### src/rtl/dma_burst_engine.sv
// Single-channel AXI memory-to-memory DMA: INCR read bursts staged in a FIFO, then replayed as write bursts.
// Define DMA_4KB_SPLIT_EN to additionally clip every burst at 4 KB page boundaries of source and destination.
module dma_burst_engine #(
    parameter int ADDR_W    = 32,
    parameter int DATA_W    = 32,
    parameter int ID_W      = 4,
    parameter int MAX_BURST = 16,
    parameter int RD_ID     = 0,
    parameter int WR_ID     = 4
) (
    input  logic                clk,
    input  logic                rst,
    input  logic                DMAEN,
    input  logic [ADDR_W-1:0]   DMASRC,
    input  logic [ADDR_W-1:0]   DMADST,
    input  logic [31:0]         DMALEN,
    output logic                DMA_interrupt,
    output logic                DMA_err,
    output logic [ID_W-1:0]     M_AWID,
    output logic [ADDR_W-1:0]   M_AWAddr,
    output logic [7:0]          M_AWLen,
    output logic [2:0]          M_AWSize,
    output logic [1:0]          M_AWBurst,
    output logic                M_AWValid,
    input  logic                M_AWReady,
    output logic [DATA_W-1:0]   M_WData,
    output logic [DATA_W/8-1:0] M_WStrb,
    output logic                M_WLast,
    output logic                M_WValid,
    input  logic                M_WReady,
    input  logic [ID_W-1:0]     M_BID,
    input  logic [1:0]          M_BResp,
    input  logic                M_BValid,
    output logic                M_BReady,
    output logic [ID_W-1:0]     M_ARID,
    output logic [ADDR_W-1:0]   M_ARAddr,
    output logic [7:0]          M_ARLen,
    output logic [2:0]          M_ARSize,
    output logic [1:0]          M_ARBurst,
    output logic                M_ARValid,
    input  logic                M_ARReady,
    input  logic [ID_W-1:0]     M_RID,
    input  logic [DATA_W-1:0]   M_RData,
    input  logic [1:0]          M_RResp,
    input  logic                M_RLast,
    input  logic                M_RValid,
    output logic                M_RReady
);

    localparam int BYTES = DATA_W / 8;
    localparam int SIZE  = $clog2(BYTES);
    localparam int CNT_W = $clog2(MAX_BURST + 1);
    localparam int PTR_W = (MAX_BURST > 1) ? $clog2(MAX_BURST) : 1;
    localparam int DEPTH = 1 << PTR_W;

    typedef enum logic [2:0] {
        S_IDLE,
        S_RADDR,
        S_RDATA,
        S_WADDR,
        S_WDATA,
        S_WRESP,
        S_DONE
    } state_t;

    state_t             state_q, state_d;
    logic [ADDR_W-1:0]  src_q, src_d;
    logic [ADDR_W-1:0]  dst_q, dst_d;
    logic [31:0]        rem_q, rem_d;
    logic [CNT_W-1:0]   blen_q, blen_d;
    logic [CNT_W-1:0]   rcnt_q, rcnt_d;
    logic [CNT_W-1:0]   wcnt_q, wcnt_d;
    logic               err_q, err_d;
    logic               irq_q, irq_d;
    logic [PTR_W-1:0]   wr_ptr_q, wr_ptr_d;
    logic [PTR_W-1:0]   rd_ptr_q, rd_ptr_d;
    logic [DATA_W-1:0]  wdata_q, wdata_d;
    logic [DATA_W-1:0]  mem_q [DEPTH];
    logic               push;
    logic [CNT_W-1:0]   lim;
    logic               w_last;
`ifdef DMA_4KB_SPLIT_EN
    logic [31:0]        pg_src;
    logic [31:0]        pg_dst;
`endif

    // IDs are not checked; the response always belongs to the single outstanding burst.
    logic               id_unused;
    assign id_unused = ^{M_RID, M_BID};

    assign w_last = (wcnt_q == blen_q - CNT_W'(1));

    always_comb begin
        state_d  = state_q;
        src_d    = src_q;
        dst_d    = dst_q;
        rem_d    = rem_q;
        blen_d   = blen_q;
        rcnt_d   = rcnt_q;
        wcnt_d   = wcnt_q;
        err_d    = err_q;
        wr_ptr_d = wr_ptr_q;
        rd_ptr_d = rd_ptr_q;
        push     = 1'b0;

        case (state_q)
            S_IDLE: begin
                if (DMAEN) begin
                    src_d   = DMASRC;
                    dst_d   = DMADST;
                    rem_d   = DMALEN;
                    err_d   = 1'b0;
                    state_d = (DMALEN == 32'd0) ? S_DONE : S_RADDR;
                end
            end
            S_RADDR: begin
                if (M_ARReady) state_d = S_RDATA;
            end
            S_RDATA: begin
                if (M_RValid) begin
                    push     = 1'b1;
                    wr_ptr_d = wr_ptr_q + PTR_W'(1);
                    rcnt_d   = rcnt_q + CNT_W'(1);
                    if (M_RResp != 2'b00) err_d = 1'b1;
                    // A missing RLast must not wedge the engine: the beat count closes the burst too.
                    if (M_RLast || rcnt_d == blen_q) begin
                        state_d = S_WADDR;
                        wcnt_d  = '0;
                    end
                end
            end
            S_WADDR: begin
                if (M_AWReady) state_d = S_WDATA;
            end
            S_WDATA: begin
                if (M_WReady) begin
                    rd_ptr_d = rd_ptr_q + PTR_W'(1);
                    wcnt_d   = wcnt_q + CNT_W'(1);
                    if (w_last) state_d = S_WRESP;
                end
            end
            S_WRESP: begin
                if (M_BValid) begin
                    if (M_BResp != 2'b00) err_d = 1'b1;
                    src_d   = src_q + (ADDR_W'(blen_q) << SIZE);
                    dst_d   = dst_q + (ADDR_W'(blen_q) << SIZE);
                    rem_d   = rem_q - 32'(blen_q);
                    state_d = (rem_d != 32'd0 && !err_d) ? S_RADDR : S_DONE;
                end
            end
            S_DONE: begin
                if (!DMAEN) state_d = S_IDLE;
            end
            default: state_d = S_IDLE;
        endcase

        // Burst length is fixed from the already-updated src/dst/rem whenever RADDR is entered.
        lim = (rem_d > 32'(MAX_BURST)) ? CNT_W'(MAX_BURST) : rem_d[CNT_W-1:0];
`ifdef DMA_4KB_SPLIT_EN
        pg_src = (32'd4096 - {20'd0, src_d[11:0]}) >> SIZE;
        pg_dst = (32'd4096 - {20'd0, dst_d[11:0]}) >> SIZE;
        if (pg_src < 32'(lim)) lim = pg_src[CNT_W-1:0];
        if (pg_dst < 32'(lim)) lim = pg_dst[CNT_W-1:0];
`endif
        if (state_d == S_RADDR && state_q != S_RADDR) begin
            blen_d   = lim;
            rcnt_d   = '0;
            wr_ptr_d = '0;
            rd_ptr_d = '0;
        end

        irq_d   = (state_q == S_DONE) && DMAEN;
        // W data is a register fed by the next head, so consecutive beats leave no bubble.
        wdata_d = mem_q[rd_ptr_d];
    end

    always_ff @(posedge clk) begin
        if (rst) begin
            state_q  <= S_IDLE;
            src_q    <= '0;
            dst_q    <= '0;
            rem_q    <= '0;
            blen_q   <= '0;
            rcnt_q   <= '0;
            wcnt_q   <= '0;
            err_q    <= 1'b0;
            irq_q    <= 1'b0;
            wr_ptr_q <= '0;
            rd_ptr_q <= '0;
            wdata_q  <= '0;
        end else begin
            state_q  <= state_d;
            src_q    <= src_d;
            dst_q    <= dst_d;
            rem_q    <= rem_d;
            blen_q   <= blen_d;
            rcnt_q   <= rcnt_d;
            wcnt_q   <= wcnt_d;
            err_q    <= err_d;
            irq_q    <= irq_d;
            wr_ptr_q <= wr_ptr_d;
            rd_ptr_q <= rd_ptr_d;
            wdata_q  <= wdata_d;
        end
    end

    always_ff @(posedge clk) begin
        if (push) mem_q[wr_ptr_q] <= M_RData;
    end

    assign DMA_interrupt = irq_q;
    assign DMA_err       = err_q;

    assign M_ARID    = ID_W'(RD_ID);
    assign M_ARAddr  = src_q;
    assign M_ARLen   = 8'(blen_q - CNT_W'(1));
    assign M_ARSize  = 3'(SIZE);
    assign M_ARBurst = 2'b01;
    assign M_ARValid = (state_q == S_RADDR);
    assign M_RReady  = (state_q == S_RDATA);

    assign M_AWID    = ID_W'(WR_ID);
    assign M_AWAddr  = dst_q;
    assign M_AWLen   = 8'(blen_q - CNT_W'(1));
    assign M_AWSize  = 3'(SIZE);
    assign M_AWBurst = 2'b01;
    assign M_AWValid = (state_q == S_WADDR);

    assign M_WData   = wdata_q;
    assign M_WStrb   = '1;
    assign M_WValid  = (state_q == S_WDATA);
    assign M_WLast   = (state_q == S_WDATA) && w_last;
    assign M_BReady  = (state_q == S_WRESP);

endmodule

### config.mk
export PLATFORM = sky130hd
export DESIGN_NAME = dma_burst_engine
export DESIGN_NICKNAME = d
export VERILOG_FILES = /design/src/rtl/dma_burst_engine.sv
export SDC_FILE = /design/constraint.sdc
export NUM_CORES = 1
export LEC_CHECK = 0
export ABC_CLOCK_PERIOD_IN_PS = 13100
export BUFFER_PORTS_ARGS = -buffer_cell sky130_fd_sc_hd__buf_2
export CAP_MARGIN = 40
export CELL_PAD_IN_SITES_DETAIL_PLACEMENT = 0
export CELL_PAD_IN_SITES_GLOBAL_PLACEMENT = 2
export CORE_UTILIZATION = 43
export DETAILED_ROUTE_END_ITERATION = 8
export PLACE_DENSITY_LB_ADDON = 0.12
export SYNTH_ARGS = -nofsm -noshare
export SYNTH_HDL_FRONTEND = slang
export SYNTH_SLANG_ARGS = --single-unit
### constraint.sdc
create_clock -name clk -period 13.1 [get_ports clk]
set_input_delay 0.655 -clock clk [delete_from_list [all_inputs] [get_ports clk]]
set_output_delay 0.655 -clock clk [all_outputs]
set_load 0.005 [all_outputs]
==> impl_results.md <==
* Outcome: finished clean
* Syn Area/Cell at 11.52 um^2
* Post_cts resized at 0
* Share of layout cells above drive strength 1 at 19.61%
* Worst R2R End: wr_ptr_q[1]
* Hold_sp: DMADST[0]
* GRT Overall Usage at around a quarter
* Vias in the first global route at 21.28k
* Synthesis Warnings at 0
* Setup violators final at 0
* Number of max-cap violations at 0
* Clk_lat worst skew at between 0.6 and 0.7 ns
* CTS H-tree depth at 3
* Final Hold Fails at 0
* Commonest non-fill, non-tap cells in the layout: edfxtp_1 (512), nand2_1 (341), buf_2 (259)
* Via density at 5.887
* Synth top area share at 51.66%
* Antenna violations before repair at 8
* CP startpoint kind: register
* Postcts setup bufs at 0
* R2R depth at 15
* Layout Nets at 2948
* Core Area at 68590 um^2
* I/O Buffers at 260
* Seq/Total Area, Yosys at 62.16%
* Crit path DAT at 6.38 ns
* Crit-path max cell delay at 0.79 ns
* DRT iter0 DRCs at 1742
* Die footprint at 70260 um^2
* Post-synth top flop: edfxtp_1
* Detailed-route via count at between 20k and 25k
* RSZ-0062 raised after global routing: no
* Drt first pass iters at 5
* Worst IR Drop VDD at roughly 93 uV
* Area Growth Syn to Fin at 15.68%
* Ports at 291
* Worst-path clk slew at about 0.06 ns
* Fmax at 171.3 MHz
* Post-synthesis async set-or-reset flop share at 0%
* # DRC at 0
* Fillers at 6086
* Bufs on Longest Clock Path at 3
* Critical Path End Type: register
* Leak pwr at roughly 12 nW
* Crit-path leading delay family: simple AND/OR/NAND/NOR gates
* Synthesized flop and latch total at 668
* Crit-path slowest cell: buf_4
* Hold Path Sink: M_AWAddr[0]
* GP Congestion at 0.9082
* Detailed Route WL at 88.13 mm
* Worst Tran Pin Value at between 0.9 and 1 ns
* Setup Crit Path Kind: register to register
* Yosys top cell by area: edfxtp_1
* GR Overflow Total at 0
* Rows at 96
* Cells taking the most area after synthesis: edfxtp_1 (52%), dfxtp_1 (10%), nand2_1 (4.3%)
* Initial Utilization at 43.39%
* Sink Count at 668
* CP max FO at 45
* Routed WL per cell at 23.41 um
* Die Span Y at approximately 270 um
* Cell count after synthesis at between 2k and 3k
* Mapped cell area at ~30000 um^2
* Final min period at about 5.8 ns
* Post-synth EDFFs at 512
* Die width at 265.1 um
* Final Max Tran Viols at 0
* Final ANT Viol Nets at 0
* First-pass GRT wire length at roughly 130 mm
* Tcrit/Tclk final at roughly 45%
* Post-DP HPWL at 52.24 mm
* Setup Total Neg Slack at 0 ns
* Cell Pwr Density at ~140 nW/um^2
* Largest net degree at the start of global routing at 88
* Crit path buf inv count at 3
* Hold path depth at 3
* Post-synth cell types at 79
* DP Cell Count at 3628
* Critical path depth in cells at 15
* Cells along the critical path: ha_1 -> inv_1 -> fa_1 -> a211oi_1 -> o31ai_1 -> buf_4 -> or4_1 -> xor2_1 -> nand4_1 -> or4_1 -> nor3_2 -> or2_4 -> buf_4 -> nand2b_1 -> nor2_1
* FF-to-FF setup slack at a little over 7 ns
* Post-Layout Cell Count at between 3k and 4k
* Worst EP required at ~14 ns
* R2R Path Start: blen_q[0]
* Clock skew after layout at around 0.022 ns
* Hold-fix buffers, CTS at 0
* CTS tree: built
* Clock Root Buffer: clkbuf_16
* Hold Crit Class: primary input to register
* Slew margin rel. at 38.72%
* Commonest non-fill, non-tap cell in the layout: edfxtp_1
* Num CTS Buffers at 74
==> final cells by class <==
class,instances,area (um^2),share of cell area [%]
antenna,4,10.01,0.02908
clock buffer,93,1953,5.673
clock inverter,40,416.7,1.210
inverter,26,97.59,0.2835
multi-input combinational,1691,10460,30.38
sequential,668,18500,53.74
tap,931,1165,3.384
timing repair buffer,312,1823,5.295
==> layer usage <==
| metal | share of wire, % | track usage, % | routed length [um] |
|---|---|---|---|
| met1 | 45 | 34.87 | 39580 |
| met2 | 47 | 39.75 | 41230 |
| met3 | 5.4 | 3.499 | 4764 |
| met4 | 2.9 | 7.968 | 2517 |
| met5 | 0.042 | 0 | 37 |
==> sequential cells by signal, summed over array words and instances, names as in the netlist <==
name	count
M_ARAddr	32
blen_q	5
M_AWAddr	32
DMA_interrupt	1
rem_q	32
rcnt_q	5
M_WData	32
state_q	3
wr_ptr_q	4
DMA_err	1
mem_q	512
rd_ptr_q	4
wcnt_q	5
==> kinds of logic (layout without fill, tap and decap cells) <==
logic type / after synthesis / in the layout / synth area share, %
AND/OR/NAND/NOR: 910 / 910 / 13.95
flip-flops: 668 / 668 / 62.16
XOR/XNOR: 46 / 46 / 1.354
AO/OA/AOI/OAI: 646 / 646 / 15.02
multiplexers: 41 / 41 / 2.653
other: 2 / 26 / 0.02524
buffers and inverters: 244 / 471 / 3.666
adder cells (fa/ha/maj): 26 / 26 / 1.169
==> report_power, final <==
| part | internal [mW] | switching [mW] | total, mW |
|---|---|---|---|
| Sequential | 2.32 | 0.0456 | 2.36 |
| Combinational | 0.148 | 0.276 | 0.424 |
| Clock | 1.20 | 0.860 | 2.06 |
| Total | 3.67 | 1.18 | 4.85 |
==> worst register-to-register path: stages (launching register included) <==
cell      delay [ns]
dfxtp_1         0.55
ha_1            0.25
inv_1           0.06
fa_1            0.41
a211oi_1        0.49
o31ai_1         0.15
buf_4           0.22
or4_1           0.49
xor2_1          0.22
nand4_1         0.15
or4_1           0.43
nor3_2          0.37
or2_4           0.46
buf_4           0.80
nand2b_1        0.52
nor2_1          0.21
==> through the flow <==
stage | utilization, % | power [mW] | cell area, um^2 | hold slack (ns) | setup slack [ns]
floorplan | - | 2.666 | 29830 | 0.4527 | 8.840
global placement | 46.45 | 2.819 | 31860 | 0.4388 | 7.374
detailed placement | 46.72 | 2.831 | 32050 | 0.4467 | 7.274
CTS | 50.18 | 4.891 | 34420 | 0.2555 | 7.237
global route | 50.19 | 5.012 | 34420 | 0.2975 | 6.867
finish | 50.19 | 4.850 | 34430 | 0.2889 | 7.262
==> worst max path at each step <==
stage	from	endpoint	slack, ns
4_1_cts	blen_q[0]	wr_ptr_q[1]	7.24
3_3_place_gp	blen_q[0]	rcnt_q[4]	7.37
3_5_place_dp	blen_q[0]	wr_ptr_q[1]	7.27
6_report	blen_q[0]	wr_ptr_q[1]	7.26
5_1_grt	blen_q[0]	rd_ptr_q[3]	6.87
2_1_floorplan	state_q[0]	mem_q[0][0]	8.84
==> synth_stat cells, drive strengths merged, types with 23 or more instances <==
| master | count |
|---|---|
| nor3 | 63 |
| a211oi | 66 |
| mux4 | 30 |
| o21ai | 166 |
| nor2 | 196 |
| a31oi | 37 |
| ha | 23 |
| o221ai | 61 |
| nand3 | 162 |
| nand2 | 344 |
| nand4 | 27 |
| xor2 | 24 |
| dfxtp | 156 |
| clkbuf | 162 |
| a21oi | 105 |
| edfxtp | 512 |
| o22ai | 75 |
| a32oi | 30 |
| buf | 56 |
| inv | 25 |
Power figures use the tool's default switching activity.
